### src/rtl/vga_scan_ctrl_if.sv
// Scan-controller bus: run/switch requests in, raster timing and colour select out.
// master = scan controller, slave = pixel colour generator / stimulus side.
interface vga_scan_ctrl_if;
  logic       run;
  logic [2:0] switches;
  logic       pix_tick;
  logic [9:0] hcount;
  logic [9:0] vcount;
  logic       hsync;
  logic       vsync;
  logic       bright;
  logic       line_start;
  logic       frame_start;
  logic [2:0] color_sel;

  modport master (
    input  run, switches,
    output pix_tick, hcount, vcount, hsync, vsync, bright,
           line_start, frame_start, color_sel
  );

  modport slave (
    output run, switches,
    input  pix_tick, hcount, vcount, hsync, vsync, bright,
           line_start, frame_start, color_sel
  );
endinterface

### src/rtl/vga_scan_ctrl.sv
// VGA raster sequencer: pixel-tick divider, h/v counters, sync/bright decode and
// frame-aligned colour latch. Define VGA_SCAN_SWITCH_SYNC_EN to add a 2-flop switch synchronizer.
module vga_scan_ctrl #(
  parameter int CLK_DIV     = 2,
  parameter int H_TOTAL     = 800,
  parameter int H_SYNC      = 96,
  parameter int H_ACT_START = 144,
  parameter int H_ACT_END   = 784,
  parameter int V_TOTAL     = 525,
  parameter int V_SYNC      = 2,
  parameter int V_ACT_START = 35,
  parameter int V_ACT_END   = 515
) (
  input  logic             clk,
  input  logic             clr_n,
  vga_scan_ctrl_if.master  bus
);

  localparam int              DIV_W    = (CLK_DIV > 1) ? $clog2(CLK_DIV) : 1;
  localparam logic [DIV_W-1:0] DIV_LAST = DIV_W'(CLK_DIV - 1);
  localparam logic [9:0]      H_LAST   = 10'(H_TOTAL - 1);
  localparam logic [9:0]      V_LAST   = 10'(V_TOTAL - 1);
  localparam logic [9:0]      H_SYNC_C = 10'(H_SYNC);
  localparam logic [9:0]      V_SYNC_C = 10'(V_SYNC);
  localparam logic [9:0]      H_ACT_S  = 10'(H_ACT_START);
  localparam logic [9:0]      H_ACT_E  = 10'(H_ACT_END);
  localparam logic [9:0]      V_ACT_S  = 10'(V_ACT_START);
  localparam logic [9:0]      V_ACT_E  = 10'(V_ACT_END);

  logic [DIV_W-1:0] div;
  logic [9:0]       hcount, vcount;
  logic [9:0]       h_nxt, v_nxt;
  logic             hsync_q, vsync_q, bright_q;
  logic             pix_tick_q, line_start_q, frame_start_q;
  logic [2:0]       color_sel_q;
  logic [2:0]       sw_sample;
  logic             tick, h_wrap, v_wrap, frame_wrap;
  logic             hsync_nxt, vsync_nxt, bright_nxt;

`ifdef VGA_SCAN_SWITCH_SYNC_EN
  logic [2:0] sw_meta, sw_sync;

  always_ff @(posedge clk or negedge clr_n) begin
    if (!clr_n) begin
      sw_meta <= '0;
      sw_sync <= '0;
    end else begin
      sw_meta <= bus.switches;
      sw_sync <= sw_meta;
    end
  end

  assign sw_sample = sw_sync;
`else
  assign sw_sample = bus.switches;
`endif

  assign tick       = bus.run && (div == DIV_LAST);
  assign h_wrap     = (hcount == H_LAST);
  assign v_wrap     = (vcount == V_LAST);
  assign frame_wrap = tick && h_wrap && v_wrap;

  // Sync and bright decode the counts that will be registered this edge, so they never lag the counters.
  always_comb begin
    // NOTE: every always_comb output gets a default first so no path can infer a latch.
    h_nxt = hcount;
    v_nxt = vcount;
    if (tick) begin
      h_nxt = h_wrap ? '0 : hcount + 10'd1;
      if (h_wrap) v_nxt = v_wrap ? '0 : vcount + 10'd1;
    end
  end

  assign hsync_nxt  = (h_nxt >= H_SYNC_C);
  assign vsync_nxt  = (v_nxt >= V_SYNC_C);
  assign bright_nxt = (h_nxt >= H_ACT_S) && (h_nxt < H_ACT_E) &&
                      (v_nxt >= V_ACT_S) && (v_nxt < V_ACT_E);

  always_ff @(posedge clk or negedge clr_n) begin
    // NOTE: sequential state uses non-blocking assignments so all registers update from pre-edge values.
    if (!clr_n) begin
      div           <= '0;
      hcount        <= '0;
      vcount        <= '0;
      hsync_q       <= 1'b0;
      vsync_q       <= 1'b0;
      bright_q      <= 1'b0;
      pix_tick_q    <= 1'b0;
      line_start_q  <= 1'b0;
      frame_start_q <= 1'b0;
      color_sel_q   <= 3'b000;
    end else if (!bus.run) begin
      // Idle parks at (0,0); color_sel is deliberately kept across the pause.
      div           <= '0;
      hcount        <= '0;
      vcount        <= '0;
      hsync_q       <= 1'b0;
      vsync_q       <= 1'b0;
      bright_q      <= 1'b0;
      pix_tick_q    <= 1'b0;
      line_start_q  <= 1'b0;
      frame_start_q <= 1'b0;
    end else begin
      div           <= tick ? '0 : div + DIV_W'(1);
      hcount        <= h_nxt;
      vcount        <= v_nxt;
      hsync_q       <= hsync_nxt;
      vsync_q       <= vsync_nxt;
      bright_q      <= bright_nxt;
      pix_tick_q    <= tick;
      line_start_q  <= tick && h_wrap;
      frame_start_q <= frame_wrap;
      if (frame_wrap) color_sel_q <= sw_sample;
    end
  end

  assign bus.pix_tick    = pix_tick_q;
  assign bus.hcount      = hcount;
  assign bus.vcount      = vcount;
  assign bus.hsync       = hsync_q;
  assign bus.vsync       = vsync_q;
  assign bus.bright      = bright_q;
  assign bus.line_start  = line_start_q;
  assign bus.frame_start = frame_start_q;
  assign bus.color_sel   = color_sel_q;

endmodule

### src/flat_wrapper.sv
// flat-port wrapper written by rule: the top's interface ports become plain ports
module vga_scan_ctrl_flat 
#(
  parameter int CLK_DIV     = 2,
  parameter int H_TOTAL     = 800,
  parameter int H_SYNC      = 96,
  parameter int H_ACT_START = 144,
  parameter int H_ACT_END   = 784,
  parameter int V_TOTAL     = 525,
  parameter int V_SYNC      = 2,
  parameter int V_ACT_START = 35,
  parameter int V_ACT_END   = 515
)
  (clk, clr_n, bus_run, bus_switches, bus_pix_tick, bus_hcount, bus_vcount, bus_hsync, bus_vsync, bus_bright, bus_line_start, bus_frame_start, bus_color_sel);
  vga_scan_ctrl_if bus_i ();
  input  logic clk;
  input  logic clr_n;
  input wire logic [$bits(bus_i.run)-1:0] bus_run;
  input wire logic [$bits(bus_i.switches)-1:0] bus_switches;
  output wire logic [$bits(bus_i.pix_tick)-1:0] bus_pix_tick;
  output wire logic [$bits(bus_i.hcount)-1:0] bus_hcount;
  output wire logic [$bits(bus_i.vcount)-1:0] bus_vcount;
  output wire logic [$bits(bus_i.hsync)-1:0] bus_hsync;
  output wire logic [$bits(bus_i.vsync)-1:0] bus_vsync;
  output wire logic [$bits(bus_i.bright)-1:0] bus_bright;
  output wire logic [$bits(bus_i.line_start)-1:0] bus_line_start;
  output wire logic [$bits(bus_i.frame_start)-1:0] bus_frame_start;
  output wire logic [$bits(bus_i.color_sel)-1:0] bus_color_sel;
  assign bus_i.run = bus_run;
  assign bus_i.switches = bus_switches;
  assign bus_pix_tick = bus_i.pix_tick;
  assign bus_hcount = bus_i.hcount;
  assign bus_vcount = bus_i.vcount;
  assign bus_hsync = bus_i.hsync;
  assign bus_vsync = bus_i.vsync;
  assign bus_bright = bus_i.bright;
  assign bus_line_start = bus_i.line_start;
  assign bus_frame_start = bus_i.frame_start;
  assign bus_color_sel = bus_i.color_sel;
  vga_scan_ctrl #(.CLK_DIV(CLK_DIV), .H_TOTAL(H_TOTAL), .H_SYNC(H_SYNC), .H_ACT_START(H_ACT_START), .H_ACT_END(H_ACT_END), .V_TOTAL(V_TOTAL), .V_SYNC(V_SYNC), .V_ACT_START(V_ACT_START), .V_ACT_END(V_ACT_END)) u_core (.clk(clk), .clr_n(clr_n), .bus(bus_i));
endmodule
### config.mk
export PLATFORM = sky130hd
export DESIGN_NAME = vga_scan_ctrl_flat
export DESIGN_NICKNAME = d
export VERILOG_FILES = /design/src/rtl/vga_scan_ctrl_if.sv /design/src/rtl/vga_scan_ctrl.sv /design/src/flat_wrapper.sv
export SDC_FILE = /design/constraint.sdc
export NUM_CORES = 1
export LEC_CHECK = 0
export ABC_AREA = 1
export CAP_MARGIN = 5
export CORE_MARGIN = 2
export CORE_UTILIZATION = 35
export CTS_CLUSTER_DIAMETER = 150
export DETAILED_ROUTE_END_ITERATION = 16
export PLACE_DENSITY_LB_ADDON = 0.25
export SLEW_MARGIN = 20
export SYNTH_ARGS = -nofsm -noshare
export SYNTH_HDL_FRONTEND = slang
export SYNTH_SLANG_ARGS = --single-unit
### constraint.sdc
create_clock -name clk -period 2.47 [get_ports clk]
set_clock_uncertainty 0.1 [all_clocks]
set_input_delay 0.494 -clock clk [delete_from_list [all_inputs] [get_ports clk]]
set_output_delay 0.494 -clock clk [all_outputs]
set_load 0.005 [all_outputs]
## Word-level counts from Yosys, hierarchy flattened

Cells that the tools add are included.

- Flip-flop bits (word level): 30
- Input port bits: 6
- Output and inout bits: 29
- Word-level logic and storage cells: 43

- Add/subtract/negate cells: 3
- Order comparisons: 6
- Equality and inequality tests: 2
- Mux-type cells: 15
- Reduce and logical (&&, ||, !) cells: 7

Operator list:

| operator | count |
|---|---|
| 10-bit two-way mux | 7 |
| 10-bit by 1-bit adder with 10-bit output (second input constant) | 2 |
| 10-bit equality test (second input constant) | 2 |
| 10-bit less-than comparator (second input constant) | 2 |
| 10-bit by 2-bit greater-or-equal comparator with 1-bit output (second input constant) | 1 |
| 10-bit by 6-bit greater-or-equal comparator with 1-bit output (second input constant) | 1 |
| 10-bit by 7-bit greater-or-equal comparator with 1-bit output (second input constant) | 1 |
| 10-bit by 8-bit greater-or-equal comparator with 1-bit output (second input constant) | 1 |
| 1-bit two-way mux | 8 |
| 1-bit logical AND | 6 |
| 2-bit AND reduction | 1 |
| 1-bit adder (second input constant) | 1 |

## Depth between registers and ports, before layout

- Depth in word-level cells: 8
- Mapped depth: 15
- Gate-level depth less buffers: 15

## Worst setup path before layout

OpenSTA, ideal clock, no wires.

- Path type: reg2reg
- From: reg u_core.vcount[0] (netlist: u_core.bus.vcount[0])
- To: reg u_core.bright_q (netlist: u_core.bus.bright)
- Library setup time: 119 ps
- Arrival: 1651 ps
- Data required time: 2251 ps
- Setup slack: 600 ps
- Stages on the path, launching flop included: 16
- Buffers on the path: 0
- Clock period less this slack: 1870 ps
- Path through: dfrtp_1 -> inv_1 -> ha_1 -> nand2_1 -> nor2_1 -> nand3_2 -> inv_1 -> nand2_4 -> nand2_1 -> nand2_1 -> nand2_2 -> nand2_1 -> nor2_2 -> nand2_1 -> nand2_1 -> nor2_1

- Cells in the longest elaborated chain, start to end: 8
- Elaborated cells between the ends (all ways): 10
- Classes of those cells: add/sub (1); order compare (2); eq/ne (1); mux (4); reduce/logical (2)

RTL lines:

| what | RTL line | RTL |
|---|---|---|
| from (decl) | vga_scan_ctrl.sv:31 | `logic [9:0] hcount, vcount;` |
| from (signal assigned) | vga_scan_ctrl.sv:106 | `vcount <= v_nxt;` |
| 10-bit by 1-bit adder with 10-bit output / 10-bit equality test (equally long branches) | vga_scan_ctrl.sv:70, vga_scan_ctrl.sv:60 |  |
| 10-bit two-way mux (2 in a row) | vga_scan_ctrl.sv:70 | `if (h_wrap) v_nxt = v_wrap ? '0 : vcount + 10'd1;` |
| 10-bit two-way mux (*) | vga_scan_ctrl.sv:68 | `if (tick) begin` |
| 10-bit by 6-bit greater-or-equal comparator with 1-bit output | vga_scan_ctrl.sv:77 | `(v_nxt >= V_ACT_S) && (v_nxt < V_ACT_E);` |
| 1-bit logical AND | vga_scan_ctrl.sv:76 | `assign bright_nxt = (h_nxt >= H_ACT_S) && (h_nxt < H_ACT_E) &&` |
| 1-bit logical AND (*) | vga_scan_ctrl.sv:77 |  |
| 1-bit two-way mux (*) | vga_scan_ctrl.sv:92 | `end else if (!bus.run) begin` |
| to (signal assigned) | vga_scan_ctrl.sv:109 | `bright_q <= bright_nxt;` |
| to (decl) | vga_scan_ctrl.sv:33 | `logic hsync_q, vsync_q, bright_q;` |

Every way passes the cells marked *; elsewhere a longest branch is shown, timed or not.
A chain may end at the register's enable or synchronous reset.

## Worst setup path after layout

Ends and elaborated chain as after synthesis.

==> parameters.txt <==
Parameter                              Value

Run status
  Outcome    complete, no violations

Synth
  Synth warn    0
  Proportion of synthesized chip area in sequential cells    0.401
  Post-Syn Area    1870 µm²
  Yosys cell types    28
  Number of synthesized flops with an enable pin    0
  Number of storage elements in the synthesis netlist    30
  Avg Inst Size Synth    7.15 µm²
  Ys async rst share    1.00
  Commonest register cell after synthesis    sky130_fd_sc_hd__dfrtp_1
  Synth Net Count    271
  Synthesized instance count    262

Setup path
  Most common cell type on the critical path    sky130_fd_sc_hd__nand2_1
  Crit Path Max Fanout    7
  Crit path arrival time    2.25 ns
  Capturing element type of the critical path    flop
  Series of cell instances along the critical path    inv_1, ha_1, nand2_1, nor2_1, nand3_2, inv_1, nand2_4, nand2_1, nand2_1, nand2_2, nand2_1, nor2_2, nand2_1, nand2_1, nor2_1
  Critical Path RT    2.55 ns
  Delay of the slowest critical-path stage    0.43 ns
  Standard cell with the maximum stage delay on the critical path    sky130_fd_sc_hd__dfrtp_1
  Startpoint types    flop
  Crit Path Category    flop to flop

Route
  Vias after detailed routing    1,801
  Average detailed-routed wire length per instance    12.1 µm
  Total DRC errors in the routed layout    0
  First-pass DRT Iterations    4
  Number of vias per cell after detailed routing    4.76
  Iter 0 DRT Violations    75
  Final WL    4.56 mm
  Antenna-violating nets left    0

Layout
  Area growth from synthesis to layout    30.4%
  Final #Nets    316
  Fraction of layout cells with a size suffix above 1    0.130
  Most frequent standard cell in the layout excluding fill and tap cells    sky130_fd_sc_hd__nand2_1
  Most used cells in the layout excluding fill and tap cells    sky130_fd_sc_hd__nand2_1 (78), sky130_fd_sc_hd__nor2_1 (41), sky130_fd_sc_hd__inv_1 (35), sky130_fd_sc_hd__clkdlybuf4s50_1 (34), sky130_fd_sc_hd__dfrtp_1 (30)
  Number of diodes added for antenna fixing    0

Floorplan
  Die area    5960 µm²
  Count of boundary I/O pins    35
  Die Y    77.2 µm
  Total core area    5140 µm²
  Starting Density    0.365
  Die span in x    77.2 µm
  Row count    26

CTS
  CTS Sinks    30
  CTS tree    yes
  Number of setup buffers added after CTS    0
  Deepest level of the CTS H-tree    2
  Clock slew at reported path FFs    0.07 ns
  Clk_lat worst skew    0.29 ns
  TritonCTS Buffers    5
  Number of cells upsized or downsized after cts    0
  Clk Tree Root Cell    sky130_fd_sc_hd__clkbuf_8
  Quantity of hold-fixing buffers added after cts    0
  Buffer levels on the longest clock path    2

Flow run
  Max-cap viol count    0

STA
  Total of endpoints with negative setup slack in the final report    0
  RSZ-0062 raised after global routing    no
  Transition time of the tightest slew-check pin    0.391 ns
  Time the final worst path needs with I/O delays and setup    2.18 ns
  Final Hold Fails    0
  Accumulated negative setup slack    0 ns
  Max-slew violations    0
  Hold Slack    0.388 ns
  Relative max-transition margin    0.739
  Max Freq    0.459 GHz
  Final cycle utilization of the critical path    0.882

Power and ir drop
  Largest voltage drop on the vdd net    0.270 mV
  Total power per unit cell area    425 nW/µm²
  Leak    1.28 nW

GRT
  Total global-route track usage    0.165
  Overall overflow remaining after global route    0
  Wire length of the first global-routing pass    7.87 mm
  Pin count of the biggest net entering global routing    31
  Antenna violations before repair    0
  Via count of the first global-routing pass    1,730

Place
  Final weighted congestion in routability-driven placement    0.895
  Number of buffer cells added on primary ports    34
  DP Wirelength    3.44 mm

Min path
  Kind of path behind the tightest hold check    flop to flop
## final cells by class
type                    instances  area (µm²)
fillers                       539        2700
multi-input cells             190         966
flip-flops and latches         30         751
repair buffers                 39         378
inverters                      41         154
well taps                      70        87.6
clock buffers                   5        68.8
clock inverters                 3        40.0
## sequential cells by signal, indices dropped and copies added, names as in the netlist
signal                  count
u_core.bus.bright           1
u_core.bus.line_start       1
u_core.bus.frame_start      1
u_core.div                  1
u_core.bus.vsync            1
u_core.bus.hsync            1
u_core.bus.pix_tick         1
u_core.bus.hcount          10
u_core.bus.vcount          10
u_core.bus.color_sel        3
## metrics by stage
step	area, µm²	std cells	worst slack (ns)	power (mW)	utilization
after floorplan	1870	262	0.600	0.523	-
after CTS	2440	378	0.282	1.05	0.476
after global routing	2440	378	0.0418	1.08	0.476
final	2440	378	0.292	1.04	0.476
after global placement	2340	370	0.0783	0.557	0.454
after detailed placement	2340	370	0.0532	0.558	0.454
## critical path, delay by kind of cell, from the launching register on
kind          cells  cell delay [ns]
fa+ha+maj         1             0.18
buf+inv           2             0.34
flops             1             0.43
simple gates     12             1.02
## report_power, final
part / total (mW) / internal, mW / switching [mW]
logic: 0.0455 / 0.0191 / 0.0264
registers: 0.502 / 0.496 / 0.00635
clock network: 0.491 / 0.297 / 0.195
## routing by layer
metal,vias up,share of wire,GRT usage
met5,-,0,0
met4,0,0.022,0.0750
met3,9,0.056,0.0376
met2,49,0.46,0.266
met1,835,0.46,0.209
li1,908,-,-
## logic make-up after synthesis
logic type,synth area share
compound gates,0.0441
xor+xnor,0.00935
fa+ha+maj,0.0200
buf+inv,0.0841
flops,0.401
simple gates,0.442
## cells in the mapped netlist (4+ instances only)
cell type,count,area [µm²]
sky130_fd_sc_hd__a21oi_1,4,20.0
sky130_fd_sc_hd__dfrtp_1,30,751
sky130_fd_sc_hd__inv_1,35,131
sky130_fd_sc_hd__inv_2,4,15.0
sky130_fd_sc_hd__nand2_1,78,293
sky130_fd_sc_hd__nand2_2,4,25.0
sky130_fd_sc_hd__nand2_4,4,45.0
sky130_fd_sc_hd__nand3_1,22,110
sky130_fd_sc_hd__nand4_1,8,50.1
sky130_fd_sc_hd__nor2_1,41,154
sky130_fd_sc_hd__nor2_2,4,25.0
## path summary, 6_finish.rpt
kind                                         startpoint                 endpoint  slack [ns]  cells past startpoint
min in group asynchronous                         clr_n     u_core.bus.hcount[0]        0.49                      2
worst max register to register     u_core.bus.vcount[0]        u_core.bus.bright        0.29                     15
worst max-delay path               u_core.bus.vcount[0]        u_core.bus.bright        0.29                     15
worst min register to register  u_core.bus.color_sel[1]  u_core.bus.color_sel[1]        0.39                      2
max in group asynchronous                         clr_n     u_core.bus.vcount[2]        1.48                      2
worst min-delay path            u_core.bus.color_sel[1]  u_core.bus.color_sel[1]        0.39                      2
(Power assumes the default switching activity.)
